==> src/rtl/i2c_target_regs.sv <==
// I2C target (slave) bridging bus transfers to a pointer/data register port.
// Optional spike filter on the synchronised SCL/SDA lines: define I2C_SPIKE_FILTER_EN.
module i2c_target_regs #(
  parameter logic [6:0] TARGET_ADDR = 7'h19,
  parameter int         SYNC_STAGES = 2,
  parameter int         FILTER_LEN  = 3
) (
  input  logic       clk_clk,
  input  logic       reset_reset_n,
  input  logic       scl_in,
  input  logic       sda_in,
  output logic       sda_oe,
  output logic [7:0] reg_addr,
  output logic [7:0] reg_wdata,
  output logic       reg_we,
  output logic       reg_re,
  input  logic [7:0] reg_rdata,
  output logic       busy
);

  localparam logic [3:0] S_IDLE      = 4'd0;
  localparam logic [3:0] S_ADDR      = 4'd1;
  localparam logic [3:0] S_ADDR_ACK  = 4'd2;
  localparam logic [3:0] S_PTR       = 4'd3;
  localparam logic [3:0] S_PTR_ACK   = 4'd4;
  localparam logic [3:0] S_WDATA     = 4'd5;
  localparam logic [3:0] S_WDATA_ACK = 4'd6;
  localparam logic [3:0] S_RDATA     = 4'd7;
  localparam logic [3:0] S_RD_ACK    = 4'd8;
  localparam logic [3:0] S_WAIT_STOP = 4'd9;

  // Edges are ignored until every pipeline stage holds a real bus sample.
  localparam int SETTLE_LEN = SYNC_STAGES + FILTER_LEN + 2;

  logic [SYNC_STAGES-1:0] scl_sync_q, sda_sync_q;
  logic                   scl_s, sda_s;
  logic                   scl_f, sda_f;

  // NOTE: synchronisers reset to 1 (idle bus level) so the first real samples
  // after reset do not look like a falling SDA/SCL edge.
  always_ff @(posedge clk_clk or negedge reset_reset_n) begin
    if (!reset_reset_n) begin
      scl_sync_q <= '1;
      sda_sync_q <= '1;
    end else begin
      scl_sync_q <= {scl_sync_q[SYNC_STAGES-2:0], scl_in};
      sda_sync_q <= {sda_sync_q[SYNC_STAGES-2:0], sda_in};
    end
  end

  assign scl_s = scl_sync_q[SYNC_STAGES-1];
  assign sda_s = sda_sync_q[SYNC_STAGES-1];

`ifdef I2C_SPIKE_FILTER_EN
  logic [FILTER_LEN-2:0] scl_hist_q, sda_hist_q;
  logic [FILTER_LEN-1:0] scl_win, sda_win;
  logic                  scl_filt_q, sda_filt_q;

  assign scl_win = {scl_hist_q, scl_s};
  assign sda_win = {sda_hist_q, sda_s};

  // Output follows the input only once it has been stable for FILTER_LEN samples.
  always_ff @(posedge clk_clk or negedge reset_reset_n) begin
    if (!reset_reset_n) begin
      scl_hist_q <= '1;
      sda_hist_q <= '1;
      scl_filt_q <= 1'b1;
      sda_filt_q <= 1'b1;
    end else begin
      scl_hist_q <= scl_win[FILTER_LEN-2:0];
      sda_hist_q <= sda_win[FILTER_LEN-2:0];
      if (&scl_win)       scl_filt_q <= 1'b1;
      else if (~|scl_win) scl_filt_q <= 1'b0;
      if (&sda_win)       sda_filt_q <= 1'b1;
      else if (~|sda_win) sda_filt_q <= 1'b0;
    end
  end

  assign scl_f = scl_filt_q;
  assign sda_f = sda_filt_q;
`else
  assign scl_f = scl_s;
  assign sda_f = sda_s;
`endif

  logic                  scl_q, sda_q;
  logic [SETTLE_LEN-1:0] settle_q;
  logic                  edge_en;
  logic                  scl_rise, scl_fall, start_det, stop_det;

  always_ff @(posedge clk_clk or negedge reset_reset_n) begin
    if (!reset_reset_n) begin
      scl_q    <= 1'b1;
      sda_q    <= 1'b1;
      settle_q <= '0;
    end else begin
      scl_q    <= scl_f;
      sda_q    <= sda_f;
      settle_q <= {settle_q[SETTLE_LEN-2:0], 1'b1};
    end
  end

  // START/STOP need SCL high on both samples, so an SDA change that coincides
  // with an SCL edge is never taken as a bus condition.
  assign edge_en   = settle_q[SETTLE_LEN-1];
  assign scl_rise  = edge_en &  scl_f & ~scl_q;
  assign scl_fall  = edge_en & ~scl_f &  scl_q;
  assign start_det = edge_en &  scl_f &  scl_q &  sda_q & ~sda_f;
  assign stop_det  = edge_en &  scl_f &  scl_q & ~sda_q &  sda_f;

  logic [3:0] state;
  logic [2:0] bit_cnt;
  logic       byte_done;
  logic       rw_q;
  logic [7:0] shift_q;

  // NOTE: all state below is updated with non-blocking assignments so every
  // branch sees the pre-edge values of its neighbours.
  always_ff @(posedge clk_clk or negedge reset_reset_n) begin
    if (!reset_reset_n) begin
      state     <= S_IDLE;
      bit_cnt   <= 3'd7;
      byte_done <= 1'b0;
      rw_q      <= 1'b0;
      shift_q   <= '0;
      sda_oe    <= 1'b0;
      reg_addr  <= '0;
      reg_wdata <= '0;
      reg_we    <= 1'b0;
      reg_re    <= 1'b0;
      busy      <= 1'b0;
    end else begin
      reg_we <= 1'b0;
      reg_re <= 1'b0;
      if (stop_det) begin
        state  <= S_IDLE;
        sda_oe <= 1'b0;
        busy   <= 1'b0;
      end else if (start_det) begin
        state     <= S_ADDR;
        bit_cnt   <= 3'd7;
        byte_done <= 1'b0;
        sda_oe    <= 1'b0;
      end else if (scl_rise) begin
        case (state)
          S_ADDR, S_PTR, S_WDATA: begin
            shift_q <= {shift_q[6:0], sda_f};
            if (bit_cnt == 3'd0) byte_done <= 1'b1;
            else                 bit_cnt   <= bit_cnt - 3'd1;
          end
          S_RDATA: begin
            if (bit_cnt == 3'd0) byte_done <= 1'b1;
            else                 bit_cnt   <= bit_cnt - 3'd1;
          end
          S_ADDR_ACK:  reg_re <= rw_q;
          S_WDATA_ACK: reg_we <= 1'b1;
          S_RD_ACK: begin
            if (sda_f) begin
              state <= S_WAIT_STOP;
            end else begin
              reg_addr <= reg_addr + 8'd1;
              reg_re   <= 1'b1;
            end
          end
          default: ;
        endcase
      end else if (scl_fall) begin
        case (state)
          S_ADDR: begin
            if (byte_done) begin
              byte_done <= 1'b0;
              bit_cnt   <= 3'd7;
              if (shift_q[7:1] == TARGET_ADDR) begin
                state  <= S_ADDR_ACK;
                sda_oe <= 1'b1;
                busy   <= 1'b1;
                rw_q   <= shift_q[0];
              end else begin
                state <= S_WAIT_STOP;
                busy  <= 1'b0;
              end
            end
          end
          S_PTR: begin
            if (byte_done) begin
              byte_done <= 1'b0;
              bit_cnt   <= 3'd7;
              reg_addr  <= shift_q;
              state     <= S_PTR_ACK;
              sda_oe    <= 1'b1;
            end
          end
          S_WDATA: begin
            if (byte_done) begin
              byte_done <= 1'b0;
              bit_cnt   <= 3'd7;
              reg_wdata <= shift_q;
              state     <= S_WDATA_ACK;
              sda_oe    <= 1'b1;
            end
          end
          S_ADDR_ACK, S_RD_ACK: begin
            if (state == S_RD_ACK || rw_q) begin
              state   <= S_RDATA;
              bit_cnt <= 3'd7;
              shift_q <= reg_rdata;
              sda_oe  <= ~reg_rdata[7];
            end else begin
              state  <= S_PTR;
              sda_oe <= 1'b0;
            end
          end
          S_PTR_ACK: begin
            state  <= S_WDATA;
            sda_oe <= 1'b0;
          end
          S_WDATA_ACK: begin
            state    <= S_WDATA;
            sda_oe   <= 1'b0;
            reg_addr <= reg_addr + 8'd1;
          end
          S_RDATA: begin
            if (byte_done) begin
              byte_done <= 1'b0;
              bit_cnt   <= 3'd7;
              sda_oe    <= 1'b0;
              state     <= S_RD_ACK;
            end else begin
              shift_q <= {shift_q[6:0], 1'b0};
              sda_oe  <= ~shift_q[6];
            end
          end
          default: ;
        endcase
      end
    end
  end

endmodule

==> config.mk <==
export PLATFORM = sky130hd
export DESIGN_NAME = i2c_target_regs
export DESIGN_NICKNAME = d
export VERILOG_FILES = /design/src/rtl/i2c_target_regs.sv
export SDC_FILE = /design/constraint.sdc
export NUM_CORES = 1
export LEC_CHECK = 0
export CORE_MARGIN = 10
export CORE_UTILIZATION = 62
export CTS_CLUSTER_SIZE = 10
export DETAILED_ROUTE_END_ITERATION = 7
export DONT_BUFFER_PORTS = 1
export PLACE_DENSITY_LB_ADDON = 0.08
export SETUP_SLACK_MARGIN = 0.05
export SYNTH_ARGS = -nofsm -noshare
export SYNTH_HDL_FRONTEND = slang
export SYNTH_SLANG_ARGS = --single-unit
==> constraint.sdc <==
create_clock -name clk_clk -period 5 [get_ports clk_clk]
set_input_delay 1 -clock clk_clk [delete_from_list [all_inputs] [get_ports clk_clk]]
set_output_delay 1 -clock clk_clk [all_outputs]
set_load 0.05 [all_outputs]
==> impl_metrics.json <==
{
  "core_area_mm2": 0.004086,
  "cts_sinks": 50,
  "routabilityCongestion": 0.9078,
  "dr.pass1.iters": 7,
  "syn-num-nets": 275,
  "ioPinCount": 32,
  "ys.warnings.count": 0,
  "cp_data_arrival_time_ns": 2.78,
  "grt_overflow": 0,
  "clock_latency_ns": 0.31,
  "synth.avg_cell_area_um2": 10.32,
  "clock_skew_ns": 0.005981,
  "numCtsBuffers": 5,
  "status": "finished, final reports clean",
  "antenna_found_initial": 0,
  "design_area_mm2": 0.002756,
  "layout_commonest_cell": "dfrtp_1",
  "placed_cell_area_mm2": 0.002670,
  "synth.largest_area_cell": "dfrtp_1",
  "die_height_um": 85.78,
  "criticalPathCategory": "flip-flop to flip-flop",
  "cp_max_fo": 12,
  "maxSlewHeadroom_pct": 27.22,
  "final-hold-violation-count": 0,
  "max_stage_delay_ns": 0.85,
  "start_kind": "flip-flop",
  "busiest_layer": "met2",
  "cts_max_path_buffers": 2,
  "post-route-period-util_pct": 51.63,
  "synth_area_leaders": "dfrtp_1 38%, dfstp_2 8.8%, mux2_2 5.0%",
  "rsz0062_at_grt": "false",
  "root_buffer": "clkbuf_8",
  "max_freq_mhz": 387.4,
  "final_nets": 269,
  "syn2layout_area_growth_pct": 2.752,
  "yosys_most_used_dff": "dfrtp_1",
  "path_clk_slew_ns": 0.09,
  "start_util_pct": 65.65,
  "drt-initial-drc-count": 200,
  "peakVddDrop_mv": 0.2367,
  "port_buffers": 0,
  "ff_latch_area_mm2": 0.001262,
  "synth_edf_count": 0,
  "ys_ff_latch": 50,
  "grt_pass1_vias": 1787,
  "drc_errors": 0,
  "post_cts_buffers": 0,
  "grt_max_degree": 51,
  "cts_resized": 0,
  "die_x_um": 85.78,
  "setup_tns_ns": 0,
  "crit_chain": "and3b_1, a31oi_1, mux2_2, mux2_4",
  "maxSlewViolCount": 0,
  "ys_types": 57,
  "drv_cap": 0,
  "rows": 23,
  "hp-class": "flip-flop to flip-flop",
  "synth_area_mm2": 0.002683,
  "routed_wl_mm": 5.513,
  "drtAntennaViolNets": 0,
  "power.leakage_nw": 1.184,
  "route.detailed.wl_per_inst_um": 18.08,
  "grt_use_met1_pct": 20.14,
  "viasPerCell": 6.167,
  "antennaDiodeCount": 0,
  "htree_levels": 2,
  "final.min_clock_period_ns": 2.582,
  "vias": 1881,
  "ctsHoldBuffers": 0,
  "hpwl_mm": 3.893,
  "total_power_mw": 1.254,
  "layout_common_cells": "41 x dfrtp_1, 22 x nand2_1, 22 x a21oi_1",
  "drive_above_1_share_pct": 16.86,
  "die-area_mm2": 0.007357,
  "critPathRequiredTime_ns": 5.20,
  "critical_path.slowest_cell": "a31oi_1",
  "power.density_mw_per_mm2": 455.1,
  "fill_cells": 318,
  "synthCells": 260,
  "grt_pass1_wl_mm": 9.059,
  "multiInputGateArea_mm2": 0.001319,
  "async_flop_share_pct": 100.0,
  "worstMarginPinSlew_ns": 1.087,
  "cts_tree": "yes",
  "yosys.area.top_type_share_pct": 38.25,
  "met2_usage_pct": 21.53,
  "cp-end-kind": "flip-flop",
  "track_usage_pct": 15.14,
  "final_core_util_pct": 67.45,
  "setup_violations": 0,
  "grt_use_met3_pct": 5.960,
  "ys_seq_area_share_pct": 47.06
}
## through the flow
stage	worst slack (ns)	hold slack (ns)	cells
5_1_grt	2.276	0.3587	305
2_1_floorplan	3.053	0.3312	260
6_report	2.419	0.3537	305
4_1_cts	2.425	0.3573	305
3_5_place_dp	2.445	0.3355	297
3_3_place_gp	2.523	0.3312	297
## metal layers
layer / routed length, um / part of all wire (%) / vias up
li1: - / - / 917
met1: 2598 / 47 / 905
met2: 2393 / 43 / 51
met3: 432 / 7.8 / 8
met4: 88 / 1.6 / 0
met5: 0 / 0 / -
## sequential cells by signal, indices dropped and copies added (netlist names)
register,flops
bit_cnt,3
busy,1
byte_done,1
reg_addr,8
reg_re,1
reg_wdata,8
reg_we,1
rw_q,1
scl_q,1
scl_sync_q,2
sda_oe,1
sda_q,1
sda_sync_q,2
settle_q,7
shift_q,8
state,4
## cell families (layout without fill, tap and decap cells)
group                    after synthesis  after routing  synth area share [%]
flip-flops                            50             50                 47.06
AND/OR/NAND/NOR                       90             90                 18.80
other                                  1              1                0.1398
AO/OA/AOI/OAI                         67             67                 16.42
adder cells (fa/ha/maj)                3              3                 1.399
XOR/XNOR                               5              5                 1.633
multiplexers                          24             24                 10.77
buffers and inverters                 20             15                 3.778
## report_power, final
part / internal [mW] / switching [mW] / leakage, nW
registers: 0.487 / 0.235 / 0.623
logic: 0.160 / 0.142 / 0.516
clock network: 0.0989 / 0.132 / 0.0452
## worst max-delay path, delay by kind of cell, from the launching register on
family           cells  cell delay, ns
AND/OR/NAND/NOR      1            0.33
flip-flops           1            0.61
AO/OA/AOI/OAI        1            0.85
multiplexers         2            0.68
## area by class of cell
cell class / count / area share, %
clock inverter: 2 / 0.4993
clock buffer: 6 / 2.633
tap: 50 / 2.270
inverter: 7 / 0.9532
sequential: 50 / 45.80
multi-input combinational: 190 / 47.84
## worst paths after layout
kind                               startpoint           to  slack [ns]  depth (start not counted)
max in group asynchronous       reset_reset_n        scl_q        4.42                          0
worst max-delay path                    scl_q   shift_q[6]        2.42                          4
min in group asynchronous       reset_reset_n  reg_addr[2]        0.38                          0
worst max register to register          scl_q   shift_q[6]        2.42                          4
worst min-delay path              settle_q[4]  settle_q[5]        0.35                          0
worst min register to register    settle_q[4]  settle_q[5]        0.35                          0
## cell usage after synthesis (all sizes together) (2+ instances only)
master,number
nand2,22
dfrtp,41
nand3,6
nor4,3
a22o,2
buf,9
a21oi,24
o21ai,18
and2,2
o21bai,3
and3,5
xnor2,3
nand4,3
o22ai,3
o31ai,2
o211ai,2
mux2,21
nor2,17
a211oi,3
a31oi,3
xor2,2
ha,3
nor2b,8
dfstp,9
mux2i,3
nand2b,6
clkbuf,4
nand3b,4
or2,3
and3b,2
nor3,2
inv,7
Note: power is estimated with default switching activity, not from simulation.
